`config.mk`:
```
export PLATFORM = sky130hd
export DESIGN_NAME = mem_port_arbiter
export DESIGN_NICKNAME = d
export VERILOG_FILES = /design/src/rtl/raptor_pkg.sv /design/src/rtl/mem_port_arbiter_mux.sv /design/src/rtl/mem_port_arbiter.sv
export SDC_FILE = /design/constraint.sdc
export NUM_CORES = 1
export LEC_CHECK = 0
export BUFFER_PORTS_ARGS = -buffer_cell sky130_fd_sc_hd__buf_2
export CAP_MARGIN = 0
export CORE_AREA = 2 2 93 95
export DETAILED_ROUTE_END_ITERATION = 6
export DIE_AREA = 0 0 95 97
export GPL_TIMING_DRIVEN = 0
export PLACE_DENSITY = 0.79
export SETUP_SLACK_MARGIN = 0.2
export SYNTH_ARGS = -nofsm -noshare
export SYNTH_HDL_FRONTEND = slang
export SYNTH_HIERARCHICAL = 1
export SYNTH_SLANG_ARGS = --single-unit
```
`constraint.sdc`:
```
create_clock -name clk_i -period 2.26 [get_ports clk_i]
set_input_delay 0.452 -clock clk_i [delete_from_list [all_inputs] [get_ports clk_i]]
set_output_delay 0.452 -clock clk_i [all_outputs]
set_load 0.03 [all_outputs]
```
`src/rtl/raptor_pkg.sv`:
```
// Shared types and constants for the raptor memory-side blocks.
package raptor_pkg;

    localparam int XLEN = 32;

    typedef enum logic {
        IDLE = 1'b0,
        BUSY = 1'b1
    } arb_state_t;

endpackage

```
`src/rtl/mem_port_arbiter_mux.sv`:
```
// Plain 2:1 word mux used on the arbiter address path.
module mem_port_arbiter_mux
    import raptor_pkg::*;
#(
    parameter int WIDTH = XLEN
) (
    input  logic             sel_i,
    input  logic [WIDTH-1:0] in0_i,
    input  logic [WIDTH-1:0] in1_i,
    output logic [WIDTH-1:0] y_o
);

    assign y_o = sel_i ? in1_i : in0_i;

endmodule

```
`src/rtl/mem_port_arbiter.sv`:
```
// Round-robin arbiter sharing one memory port between fetch (port 0) and LSU (port 1),
// with a per-transfer timeout that aborts a stalled request.
module mem_port_arbiter
    import raptor_pkg::*;
#(
    parameter int WIDTH   = XLEN,
    parameter int TIMEOUT = 16
) (
    input  logic             clk_i,
    input  logic             rst_i,
    input  logic             req0_i,
    input  logic [WIDTH-1:0] addr0_i,
    input  logic             req1_i,
    input  logic [WIDTH-1:0] addr1_i,
    input  logic [WIDTH-1:0] wdata1_i,
    input  logic             we1_i,
    output logic             done0_o,
    output logic             done1_o,
    output logic             err0_o,
    output logic             err1_o,
    output logic [WIDTH-1:0] rdata_o,
    output logic             mem_valid_o,
    output logic [WIDTH-1:0] mem_addr_o,
    output logic [WIDTH-1:0] mem_wdata_o,
    output logic             mem_we_o,
    input  logic             mem_ready_i,
    input  logic [WIDTH-1:0] mem_rdata_i
);

    localparam int TW = (TIMEOUT > 1) ? $clog2(TIMEOUT + 1) : 1;

    arb_state_t       state_q, state_d;
    logic             sel_q, sel_d;
    logic             last_q, last_d;
    logic [TW-1:0]    timer_q, timer_d;
    logic             done0_q, done0_d;
    logic             done1_q, done1_d;
    logic             err0_q, err0_d;
    logic             err1_q, err1_d;
    logic [WIDTH-1:0] rdata_q, rdata_d;
    logic [WIDTH-1:0] mux_addr;
    logic             timeout_hit;

    mem_port_arbiter_mux #(.WIDTH(WIDTH)) u_addr_mux (
        .sel_i (sel_q),
        .in0_i (addr0_i),
        .in1_i (addr1_i),
        .y_o   (mux_addr)
    );

    assign timeout_hit = (TIMEOUT > 0) && (timer_q == TW'(TIMEOUT - 1));

    always_ff @(posedge clk_i) begin
        if (rst_i) begin
            state_q <= IDLE;
            sel_q   <= 1'b0;
            last_q  <= 1'b1;
            timer_q <= '0;
            done0_q <= 1'b0;
            done1_q <= 1'b0;
            err0_q  <= 1'b0;
            err1_q  <= 1'b0;
            rdata_q <= '0;
        end else begin
            state_q <= state_d;
            sel_q   <= sel_d;
            last_q  <= last_d;
            timer_q <= timer_d;
            done0_q <= done0_d;
            done1_q <= done1_d;
            err0_q  <= err0_d;
            err1_q  <= err1_d;
            rdata_q <= rdata_d;
        end
    end

    always_comb begin
        state_d = state_q;
        sel_d   = sel_q;
        last_d  = last_q;
        timer_d = timer_q;
        done0_d = 1'b0;
        done1_d = 1'b0;
        err0_d  = 1'b0;
        err1_d  = 1'b0;
        rdata_d = rdata_q;
        case (state_q)
            IDLE: begin
                if (req0_i || req1_i) begin
                    state_d = BUSY;
                    timer_d = '0;
                    sel_d   = (req0_i && req1_i) ? ~last_q : req1_i;
                end
            end
            BUSY: begin
                // a completion on the expiry cycle takes priority over the abort
                if (mem_ready_i) begin
                    done0_d = ~sel_q;
                    done1_d = sel_q;
                    rdata_d = mem_rdata_i;
                    last_d  = sel_q;
                    state_d = IDLE;
                end else if (timeout_hit) begin
                    err0_d  = ~sel_q;
                    err1_d  = sel_q;
                    last_d  = sel_q;
                    state_d = IDLE;
                end else if (timer_q != '1) begin
                    timer_d = timer_q + 1'b1;
                end
            end
            default: state_d = IDLE;
        endcase
    end

    always_comb begin
        mem_valid_o = (state_q == BUSY);
        mem_addr_o  = mem_valid_o ? mux_addr : '0;
        mem_wdata_o = (mem_valid_o && sel_q) ? wdata1_i : '0;
        mem_we_o    = mem_valid_o && sel_q && we1_i;
    end

    assign done0_o = done0_q;
    assign done1_o = done1_q;
    assign err0_o  = err0_q;
    assign err1_o  = err1_q;
    assign rdata_o = rdata_q;

endmodule
```
# Word-level counts from Yosys, hierarchy flattened
# Index checks and enable logic that the tools add are counted.
[totals]
regBits = 44
inputBits = 134
elab_cells = 47
[op_classes]
n_mux = 15
n_bitwise = 5
n_addsub = 1
n_reduce_logical = 11
eq_ne = 6
[op_table]
columns = ["cell", "count"]
rows = [
  ["32-bit two-way mux", 3],
  ["5-bit two-way mux", 4],
  ["5-bit one-hot mux with 2 select lines", 1],
  ["1-bit two-way mux", 6],
  ["2-bit inequality test (second input constant)", 3],
  ["2-bit AND reduction", 3],
  ["5-bit by 1-bit adder with 5-bit output (second input constant)", 1],
  ["5-bit by 4-bit == test with 1-bit output (second input constant)", 1],
  ["5-bit inequality test (second input constant)", 1],
  ["1-bit NOT", 5],
  ["4-bit AND reduction", 1],
  ["4-bit OR reduction", 1],
  ["1-bit logical AND", 3],
  ["3-bit OR reduction", 1],
  ["2-bit by 1-bit inequality test with 1-bit output (second input constant)", 1],
  ["1-bit one-hot mux with 2 select lines", 1],
  ["2-bit nonzero test", 1],
  ["1-bit logical OR", 1],
]

# Depth between registers and ports, before layout
# Gate-level depths: netlist of the first run.
[depth]
depth_word = 5
ltp_mapped = 6
depth_no_buf = 6

# By module
# The synthesis of the first run kept the hierarchy.
[by_module_without_submodules]
columns = ["mod", "n_inst", "area_per_inst_um2", "cells_each"]
rows = [
  ["mem_port_arbiter", 1, 2074.5, 273],
  ["mem_port_arbiter_mux", 1, 544.3, 36],
]

# Worst setup path before layout of the first run
# No wires, ideal clock.
[synth_path]
path_type = "reg2reg"
from = "register timer_q[0]"
to = "register timer_q[2]"
path_slack_ps = 424
t_required_ps = 2127
arrival_ps = 1703
path_stages_with_launch = 7
n_path_buf = 0
setup_time_ps = 133
path_cell_list = "dfxtp_1 -> ha_1 -> and3_1 -> ha_1 -> or4b_1 -> nand2_1 -> a311oi_1"
[synth_via]
elab_chain_len = 5
word_cells_on_any_way = 10
classes_between = "add/sub: 1; eq/ne: 4; mux: 4; reduce/logical: 1"
[synth_lines]
columns = ["item", "line", "text"]
rows = [
  ["from (decl)", "mem_port_arbiter.sv:35", "logic [TW-1:0] timer_q, timer_d;"],
  ["from (signal assigned)", "mem_port_arbiter.sv:68", "timer_q <= timer_d;"],
  ["5-bit by 1-bit adder with 5-bit output", "mem_port_arbiter.sv:109", "timer_d = timer_q + 1'b1;"],
  ["5-bit two-way mux", "mem_port_arbiter.sv:108", "end else if (timer_q != '1) begin"],
  ["5-bit two-way mux", "mem_port_arbiter.sv:103", "end else if (timeout_hit) begin"],
  ["5-bit two-way mux", "mem_port_arbiter.sv:97", "if (mem_ready_i) begin"],
  ["5-bit one-hot mux with 2 select lines", "mem_port_arbiter.sv:87", "case (state_q)"],
]
# Several ways; a longest one is shown, not always the timed one. The select of a mux whose other input is x is not followed.
# A chain may end at the register's enable or synchronous reset.

# Worst setup path after layout of the first run
[layout_path]
from = "register sel_q"
to = "output mem_addr_o[13]"
[layout_via]
elab_chain_len = 2
[layout_lines]
columns = ["item", "line", "text"]
rows = [
  ["from (decl)", "mem_port_arbiter.sv:33", "logic sel_q, sel_d;"],
  ["from (signal assigned)", "mem_port_arbiter.sv:66", "sel_q <= sel_d;"],
  ["32-bit two-way mux", "mem_port_arbiter_mux.sv:13", "assign y_o = sel_i ? in1_i : in0_i;"],
  ["named net mux_addr[13]", "mem_port_arbiter.sv:41", "logic [WIDTH-1:0] mux_addr;"],
  ["32-bit two-way mux", "mem_port_arbiter.sv:118", "mem_addr_o = mem_valid_o ? mux_addr : '0;"],
  ["to (decl)", "mem_port_arbiter.sv:23", "output logic [WIDTH-1:0] mem_addr_o,"],
]
# The timed path passes the listed nets, and every way through them passes these cells.

==> impl_metrics.env, run 1 <==
export IMPL_area_growth_pct=60.3
export IMPL_finalSetupViolations=0
export IMPL_die_h_um=97
export IMPL_start_kind="register"
export IMPL_syn_nets=446
export IMPL_slew_headroom_pct=63.3
export IMPL_gp_congestion=0.857
export IMPL_crit_type="reg -> out"
export IMPL_leakage_nw=2.33
export IMPL_synth_area_leaders="dfxtp_1, mux2_4, nand2_1"
export IMPL_drtAntennaViolNets=0
export IMPL_drive_above_1_share_pct=54.7
export IMPL_outcome="completed"
export IMPL_syn_area_mm2=0.00262
export IMPL_insertion_delay_ns=0.30
export IMPL_grt_usage_pct=18.7
export IMPL_cp_cell_sequence="buf_8, buf_12, mux2_4, and2_1, buf_2"
export IMPL_hp_class="in -> reg"
export IMPL_critPathArrivalTime_ns=1.60
export IMPL_die_w_um=95
export IMPL_path_max_fanout=10
export IMPL_timing_final_crit_period_ns=2.05
export IMPL_drv_slew=0
export IMPL_period_share_pct=90.7
export IMPL_diodes=0
export IMPL_fin_skew_ns=0.0105
export IMPL_cap_violations=0
export IMPL_synth_compound_gate_area_share_pct=9.03
export IMPL_die_area_mm2=0.00922
export IMPL_syn_avg_cell_area_um2=8.47
export IMPL_h_tree_depth=2
export IMPL_yosysTopAreaCell="dfxtp_1"
export IMPL_cts_sinks=44
export IMPL_synth_top_family_by_area="simple AND/OR/NAND/NOR gates"
export IMPL_synth_mux_area_share_pct=18.4
export IMPL_crit_path_max_incr_delay_ns=0.38
export IMPL_required_ns=1.81
export IMPL_initial_utilization_pct=32.2
export IMPL_numCtsBuffers=5
export IMPL_core_area_mm2=0.00813
export IMPL_pin_count=236
export IMPL_drc_errors=0
export IMPL_crit_family="buffers and inverters"
export IMPL_place_ws_ns=0.268
export IMPL_peakVddDrop_uv=403
export IMPL_synth_distinct_cells=28
export IMPL_grt_pass1_wl_um=13800
export IMPL_design_area_mm2=0.00420
export IMPL_final_hold_violation_count=0
export IMPL_vias=3045
export IMPL_port_buffers=234
export IMPL_rsz0062_at_grt="yes"
export IMPL_place_area_mm2=0.00392
export IMPL_synth_simple_gate_area_share_pct=30.8
export IMPL_cp_num_buf_inv=3
export IMPL_grt_max_degree=16
export IMPL_multiInputGateArea_mm2=0.00158
export IMPL_wl_um=9390
export IMPL_cts_tree="built"
export IMPL_holdPathStages=3
export IMPL_synth_adder_area_share_pct=1.43
export IMPL_worst_r2r_cell_count=6
export IMPL_crit_path_top_delay_cell="dfxtp_4"
export IMPL_grt_pass1_vias=2936
export IMPL_std_cell_rows=33
export IMPL_fillers=758
export IMPL_yosys_warnings=6
export IMPL_synth_seq_area_share_pct=33.6
export IMPL_worst_slack_ns=0.209
export IMPL_worst_pin_slew_ns=0.551
export IMPL_finalPower_w=0.00216
export IMPL_dr_pass1_iters=5
export IMPL_wl_per_cell_um=14.2
export IMPL_dp_hpwl_um=7560
export IMPL_vias_per_cell=4.62
export IMPL_yosys_area_top_type_share_pct=33.6
export IMPL_end_kind="output pin"
export IMPL_clock_fmax_ghz=0.488
export IMPL_synth_xor_area_share_pct=0
export IMPL_grt_overflow_total=0
export IMPL_regArea_um2=886
export IMPL_antenna_found_initial=0
export IMPL_fin_util_pct=51.6
export IMPL_power_density_mw_per_mm2=515
export IMPL_finalSetupTns_ns=0
export IMPL_nNetsFinal=690
export IMPL_worst_path_stages=5
export IMPL_clock_path_buffers=2
export IMPL_final_cell_mix="buf_2, nand2_1, dfxtp_1"
export IMPL_ys_ff_latch=44
export IMPL_mostFrequentLayoutCell="buf_2"
export IMPL_path_clk_slew_ns=0.10
export IMPL_drt_initial_drc_count=82
export IMPL_syn_inst=309
export IMPL_ctsRootBufferMaster="clkbuf_8"
## state kept, by name, indices dropped and copies added (netlist names)
signal and flops:
err1_o 1, err0_o 1, sel_q 1, done1_o 1, timer_q 5, last_q 1, done0_o 1, rdata_o 32
mem_valid_o 1
## where the power goes
part	switching (W)	leakage [nW]	internal, W
Clock	0.000289	0.0548	0.000333
Combinational	0.000387	1.92	0.000328
Sequential	0.0000186	0.359	0.000806
## worst min-delay path, stage by stage
cell and delay (ns):
buf_2 0.09, nand2_1 0.04, a21oi_1 0.05
## layout make-up
class / instances / area share (%)
inverters: 2 / 0.179
plain buffers: 28 / 4.44
flip-flops and latches: 44 / 21.1
clock inverters: 3 / 1.10
multi-input cells: 235 / 37.6
repair buffers: 237 / 30.8
well taps: 105 / 3.13
clock buffers: 5 / 1.64
## stage by stage
stage / hold WS (ns) / cells
6_report: 0.373 / 659
5_1_grt: 0.371 / 659
4_1_cts: 0.370 / 657
3_5_place_dp: 0.446 / 648
3_3_place_gp: 0.440 / 648
2_1_floorplan: 0.442 / 309
## synth_stat cells (all sizes together)
master  number
a311oi       2
o31ai        1
nor3b        2
nor4b        1
and2        33
ha           3
inv          2
o21bai       1
or4b         1
o21ai        2
a41oi        1
nand2       70
buf          9
nand3b       2
clkbuf      19
a21oi       37
nor3         1
mux2        32
mux2i        1
dfxtp       44
nand3        5
nor2         3
and3        34
nand2b       3
## layer usage
metal  GRT usage, %  part of all wire, %  routed length, um  vias up
met2           35.4                   53               4960      134
met4           2.90                 0.38                 36        0
met1           21.7                   39               3640     1378
li1               -                    -                  -     1527
met3           3.74                  8.1                760        6
met5              0                    0                  0        -
## logic make-up (layout without fill, tap and decap cells)
logic type,after synthesis,after routing
compound gates,44,44
fa+ha+maj,3,3
buf+inv,30,275
flops,44,44
mux,33,33
simple gates,155,155
## what timing repair did
action	in CTS	in global routing
hold endpoints to repair	0	0
gates cloned	0	1
setup buffers	1	1
hold buffers	0	0
endpoints found under the setup margin	58	57
pin swaps	0	1
resized for setup	17	41
## final timing paths
check,start,to,slack [ns]
setup / recovery,sel_q,mem_addr_o[13],0.21
hold / removal,mem_rdata_i[8],rdata_o[8],0.37
setup reg to reg,timer_q[0],timer_q[2],0.32
hold reg to reg,rdata_o[8],rdata_o[8],0.46
(Power assumes the default switching activity.)
==> run 2, diff against run 1 <==
--- a/config.mk
+++ b/config.mk
@@ -7,11 +7,11 @@
 export LEC_CHECK = 0
 export BUFFER_PORTS_ARGS = -buffer_cell sky130_fd_sc_hd__buf_2
 export CAP_MARGIN = 0
-export CORE_AREA = 2 2 93 95
+export CORE_AREA = 2 2 92 94
 export DETAILED_ROUTE_END_ITERATION = 6
-export DIE_AREA = 0 0 95 97
+export DIE_AREA = 0 0 94 96
 export GPL_TIMING_DRIVEN = 0
-export PLACE_DENSITY = 0.79
+export PLACE_DENSITY = 0.81
 export SETUP_SLACK_MARGIN = 0.2
 export SYNTH_ARGS = -nofsm -noshare
 export SYNTH_HDL_FRONTEND = slang
==> constraint.sdc (replaced) <==
create_clock -name clk_i -period 2.2 [get_ports clk_i]
set_input_delay 0.44 -clock clk_i [delete_from_list [all_inputs] [get_ports clk_i]]
set_output_delay 0.44 -clock clk_i [all_outputs]
set_load 0.03 [all_outputs]
==> run 2 against run 1 <==
First-iteration DRC count is 27% higher. Combinational power is 13% higher. Critical path depth stayed put. Cell count is 0.15% higher. Clock power is 15% lower. Core utilization is 3.1 points higher. Wire length is 2.5% higher. Final area is 4.9% higher. Sequential cell count stayed put. Register-to-register slack worse by 0.07 ns. Largest power group unchanged.
==> impl_metrics.env, run 2 (same netlist as run 1, synthesis figures left out) <==
export IMPL_outcome="completed"
export IMPL_power_density_mw_per_mm2=497
export IMPL_holdPathStages=3
export IMPL_die_area_mm2=0.00902
export IMPL_place_area_mm2=0.00392
export IMPL_grt_usage_pct=17.6
export IMPL_pin_count=236
export IMPL_fin_skew_ns=0.00491
export IMPL_vias_per_cell=4.77
export IMPL_path_clk_slew_ns=0.09
export IMPL_pwr_share_seq_pct=38.8
export IMPL_drtAntennaViolNets=0
export IMPL_drive_above_1_share_pct=59.5
export IMPL_dp_hpwl_um=7280
export IMPL_p_int_w=0.00148
export IMPL_antenna_found_initial=0
export IMPL_drv_slew=0
export IMPL_p_sw_w=0.000705
export IMPL_largest_register_ffs=32
export IMPL_worst_r2r_cell_count=6
export IMPL_critPathArrivalTime_ns=1.57
export IMPL_slew_headroom_pct=66.4
export IMPL_end_kind="output pin"
export IMPL_clock_path_buffers=2
export IMPL_p_comb_share_pct=37.1
export IMPL_required_ns=1.76
export IMPL_drt_initial_drc_count=104
export IMPL_worst_pin_slew_ns=0.504
export IMPL_grt_pass1_wl_um=12700
export IMPL_worst_slack_ns=0.194
export IMPL_drc_errors=0
export IMPL_r2r_start="timer_q[0]"
export IMPL_clkPwrFrac_pct=24.1
export IMPL_period_share_pct=91.2
export IMPL_hp_class="in -> reg"
export IMPL_area_growth_pct=68.1
export IMPL_leakage_nw=2.40
export IMPL_wl_um=9630
export IMPL_cap_violations=0
export IMPL_grt_pass1_vias=2816
export IMPL_netSwitchingFraction_pct=32.2
export IMPL_numCtsBuffers=5
export IMPL_final_cell_mix="buf_2, nand2_1, dfxtp_1"
export IMPL_min_delay_start="mem_rdata_i[6]"
export IMPL_vias=3149
export IMPL_cts_tree="built"
export IMPL_wl_per_cell_um=14.6
export IMPL_finalSetupViolations=0
export IMPL_finalSetupTns_ns=0
export IMPL_grt_max_degree=14
export IMPL_cp_startpoint="sel_q"
export IMPL_port_buffers=234
export IMPL_rsz0062_at_grt="yes"
export IMPL_crit_type="reg -> out"
export IMPL_place_ws_ns=0.227
export IMPL_clock_fmax_ghz=0.498
export IMPL_core_area_mm2=0.00805
export IMPL_dr_pass1_iters=5
export IMPL_path_max_fanout=8
export IMPL_r2r_end="timer_q[2]"
export IMPL_final_hold_violation_count=0
export IMPL_peakVddDrop_uv=368
export IMPL_cts_sinks=44
export IMPL_whs_endpoint="rdata_o[6]"
export IMPL_design_area_mm2=0.00440
export IMPL_grt_overflow_total=0
export IMPL_diodes=0
export IMPL_cts_hold_buf=0
export IMPL_start_kind="register"
export IMPL_insertion_delay_ns=0.29
export IMPL_nNetsFinal=691
export IMPL_die_w_um=94
export IMPL_h_tree_depth=2
export IMPL_timing_final_crit_period_ns=2.01
export IMPL_ctsRootBufferMaster="clkbuf_8"
export IMPL_mostFrequentLayoutCell="buf_2"
export IMPL_rrSetupSlack_ns=0.25
export IMPL_initial_utilization_pct=32.5
export IMPL_std_cell_rows=33
export IMPL_gp_congestion=0.877
export IMPL_die_h_um=96
-- run 2: cell count changes in the layout (fill, tap and decap cells not counted), sizes merged --
| cell | change |
|---|---|
| buf | -2 |
| bufinv | -1 |
| clkbuf | +5 |
| inv | -1 |
-- run 2: how the worst max path moves through the flow --
| stage | end | depth (start not counted) |
|---|---|---|
| 4_1_cts | mem_addr_o[5] | 5 |
| 3_5_place_dp | timer_q[2] | 6 |
| 5_1_grt | mem_addr_o[17] | 5 |
| 3_3_place_gp | timer_q[2] | 6 |
| 2_1_floorplan | timer_q[2] | 6 |
| 6_report | mem_addr_o[17] | 5 |
-- run 2: routing by layer --
layer	wire length (um)	vias to the layer above	track usage [%]	part of all wire (%)
met3	711	14	3.76	7.4
met5	0	-	0	0
met4	131	0	3.50	1.4
met2	5050	149	33.8	53
li1	-	1526	-	-
met1	3730	1460	19.9	39
-- run 2: repair_timing --
action | 4_1_cts | 5_1_grt
resized for setup | 24 | 106
setup endpoints to repair | 58 | 51
pin swaps | 0 | 1
buffers inserted | 0 | 1
gates cloned | 0 | 3
-- run 2: power groups by stage --
stage	combinational (W)	sequential, W	clock, W
2_1_floorplan	0.000378	0.000921	0
3_3_place_gp	0.000664	0.000864	0
3_5_place_dp	0.000682	0.000866	0
4_1_cts	0.000697	0.000848	0.000534
5_1_grt	0.000863	0.000853	0.000566
6_report	0.000811	0.000848	0.000527
-- run 2: stage by stage --
| stage | power, W | util (%) | cells | hold WS, ns |
|---|---|---|---|---|
| 4_1_cts | 0.00208 | 50.5 | 656 | 0.374 |
| 3_5_place_dp | 0.00155 | 48.7 | 648 | 0.443 |
| 6_report | 0.00219 | 54.7 | 660 | 0.380 |
| 2_1_floorplan | 0.00130 | - | 309 | 0.442 |
| 5_1_grt | 0.00228 | 54.7 | 660 | 0.376 |
| 3_3_place_gp | 0.00153 | 48.7 | 648 | 0.440 |
-- run 2: critical path, cell delays in order (launching register included) --
cell       delay, ns
dfxtp_4         0.38
buf_12          0.15
clkbuf_16       0.15
mux2_4          0.30
and2_4          0.16
buf_6           0.13
-- run 2: final cells by class --
class | count | area, um2
clock inverters | 1 | 7.51
well taps | 105 | 131
multi-input cells | 235 | 1650
fillers | 733 | 3650
inverters | 2 | 7.51
flip-flops and latches | 44 | 888
repair buffers | 238 | 1440
clock buffers | 7 | 86.3
plain buffers | 28 | 191
==> run 3, diff against run 2 <==
--- a/config.mk
+++ b/config.mk
@@ -11,7 +11,7 @@
 export DETAILED_ROUTE_END_ITERATION = 6
 export DIE_AREA = 0 0 94 96
 export GPL_TIMING_DRIVEN = 0
-export PLACE_DENSITY = 0.81
+export PLACE_DENSITY = 0.72
 export SETUP_SLACK_MARGIN = 0.2
 export SYNTH_ARGS = -nofsm -noshare
 export SYNTH_HDL_FRONTEND = slang
==> run 3 against run 2 <==
Global-route usage up 0.32 points. Clock skew up 0.0028 ns. Critical path depth unchanged. Sequential power about the same. Register-to-register slack better by 0.05 ns. Clock power down 6.1%. Fmax about the same. First-iteration DRC count down 6.7%. Via count down 0.29%. Largest cell class is now non-clock buffers. Highest routed layer unchanged.
==> impl_metrics.env, run 3 (same netlist as run 1, synthesis figures left out) <==
export IMPL_period_share_pct=91.1
export IMPL_timing_final_crit_period_ns=2.00
export IMPL_drive_above_1_share_pct=59.9
export IMPL_die_area_mm2=0.00902
export IMPL_p_comb_share_pct=38.0
export IMPL_layoutNonFillerInstCount=663
export IMPL_area_growth_pct=69.4
export IMPL_slew_headroom_pct=66.0
export IMPL_cts_tree="built"
export IMPL_worst_r2r_cell_count=8
export IMPL_final_hold_violation_count=0
export IMPL_gr_usage_met2_pct=34.0
export IMPL_die_h_um=96
export IMPL_die_w_um=94
export IMPL_numCtsBuffers=5
export IMPL_required_ns=1.76
export IMPL_hp_class="in -> reg"
export IMPL_rsz0062_at_grt="yes"
export IMPL_std_cell_rows=33
export IMPL_path_max_fanout=8
export IMPL_largest_register_ffs=32
export IMPL_worst_pin_slew_ns=0.510
export IMPL_fillers=767
export IMPL_power_density_mw_per_mm2=488
export IMPL_clock_path_buffers=2
export IMPL_holdPathStages=3
export IMPL_leakage_nw=2.42
export IMPL_pwr_share_seq_pct=39.2
export IMPL_nNetsFinal=694
export IMPL_cts_sinks=44
export IMPL_cp_cell_sequence="buf_12, clkbuf_16, mux2_4, and2_4, buf_6"
export IMPL_core_area_mm2=0.00805
export IMPL_finalSetupViolations=0
export IMPL_regArea_um2=888
export IMPL_fin_skew_ns=0.00775
export IMPL_grt_overflow_total=0
export IMPL_grt_max_degree=14
export IMPL_drt_initial_drc_count=97
export IMPL_finalSetupTns_ns=0
export IMPL_cap_violations=0
export IMPL_use_met3_pct=3.76
export IMPL_crit_path_top_delay_cell="dfxtp_4"
export IMPL_h_tree_depth=2
export IMPL_critPathArrivalTime_ns=1.56
export IMPL_gp_congestion=0.831
export IMPL_clkPwrFrac_pct=22.9
export IMPL_vias_per_cell=4.74
export IMPL_crit_type="reg -> out"
export IMPL_diodes=0
export IMPL_netSwitchingFraction_pct=32.4
export IMPL_crit_path_max_incr_delay_ns=0.37
export IMPL_pin_count=236
export IMPL_drtAntennaViolNets=0
export IMPL_final_cell_mix="buf_2, nand2_1, dfxtp_1"
export IMPL_multiInputGateArea_mm2=0.00165
export IMPL_insertion_delay_ns=0.29
export IMPL_path_clk_slew_ns=0.08
export IMPL_wl_per_cell_um=14.6
export IMPL_p_sw_w=0.000702
export IMPL_met1_usage_pct=20.1
export IMPL_antenna_found_initial=0
export IMPL_grt_pass1_wl_um=13000
export IMPL_start_kind="register"
export IMPL_ctsRootBufferMaster="clkbuf_8"
export IMPL_grt_busiest_layer="met2"
export IMPL_vias=3140
export IMPL_drv_slew=0
export IMPL_p_int_w=0.00146
export IMPL_outcome="completed"
export IMPL_mostFrequentLayoutCell="buf_2"
export IMPL_grt_pass1_vias=2767
export IMPL_cts_hold_buf=0
export IMPL_placed_cells=648
export IMPL_drc_errors=0
export IMPL_port_buffers=234
export IMPL_clock_fmax_ghz=0.499
export IMPL_initial_utilization_pct=32.5
export IMPL_end_kind="output pin"
export IMPL_wl_um=9660
export IMPL_peakVddDrop_uv=293
export IMPL_dp_hpwl_um=7400
export IMPL_dr_pass1_iters=4
export IMPL_grt_usage_pct=17.9
-- run 3: changes by cell type in the layout (fill, tap and decap cells not counted), sizes merged --
cell	previous run	this run
buf	243	249
clkinv	0	1
clkbuf	30	27
clkinvlp	1	0
-- run 3: worst paths after layout --
check / start / endpoint / slack, ns
min: mem_rdata_i[6] / rdata_o[6] / 0.37
min reg2reg: rdata_o[6] / rdata_o[6] / 0.45
max reg2reg: timer_q[0] / timer_q[4] / 0.30
max: sel_q / mem_addr_o[18] / 0.20
-- run 3: worst max-delay path: cells and delay by family, from the launching register on --
family                 cells  cell delay (ns)
muxes                      1             0.30
DFF                        1             0.37
buffers and inverters      3             0.43
and+or+nand+nor            1             0.16
-- run 3: what timing repair did --
| item | in CTS | in global routing |
|---|---|---|
| buffers inserted | 2 | 2 |
| gates cloned | 0 | 3 |
| pin swaps | 0 | 2 |
| resized for setup | 15 | 136 |
| setup endpoints to repair | 60 | 61 |
-- run 3: cell type report --
type | instances | area share (%)
clock buffers | 7 | 1.72
flip-flops and latches | 44 | 20.0
repair buffers | 241 | 33.3
multi-input cells | 235 | 37.2
inverters | 2 | 0.169
well taps | 105 | 2.96
clock inverters | 1 | 0.197
plain buffers | 28 | 4.43
-- run 3: layer usage --
| layer | vias up | part of all wire [%] |
|---|---|---|
| met5 | - | 0 |
| met4 | 0 | 1.1 |
| met3 | 9 | 8.1 |
| met2 | 136 | 54 |
| met1 | 1462 | 37 |
| li1 | 1533 | - |
-- run 3: power groups by stage --
stage / combinational (W) / sequential [W] / clock (W)
2_1_floorplan: 0.000378 / 0.000921 / 0
3_3_place_gp: 0.000669 / 0.000864 / 0
3_5_place_dp: 0.000680 / 0.000866 / 0
4_1_cts: 0.000694 / 0.000848 / 0.000519
5_1_grt: 0.000873 / 0.000853 / 0.000553
6_report: 0.000821 / 0.000847 / 0.000495
-- run 3: metrics by stage --
step | power, W | utilization [%] | hold slack, ns | worst slack (ns) | cell area [um2]
2_1_floorplan | 0.00130 | - | 0.442 | 0.364 | 2620
3_3_place_gp | 0.00153 | 48.7 | 0.440 | 0.256 | 3920
3_5_place_dp | 0.00155 | 48.7 | 0.444 | 0.225 | 3920
4_1_cts | 0.00206 | 50.3 | 0.369 | 0.159 | 4050
5_1_grt | 0.00228 | 55.1 | 0.368 | 0.141 | 4440
6_report | 0.00216 | 55.1 | 0.375 | 0.195 | 4440
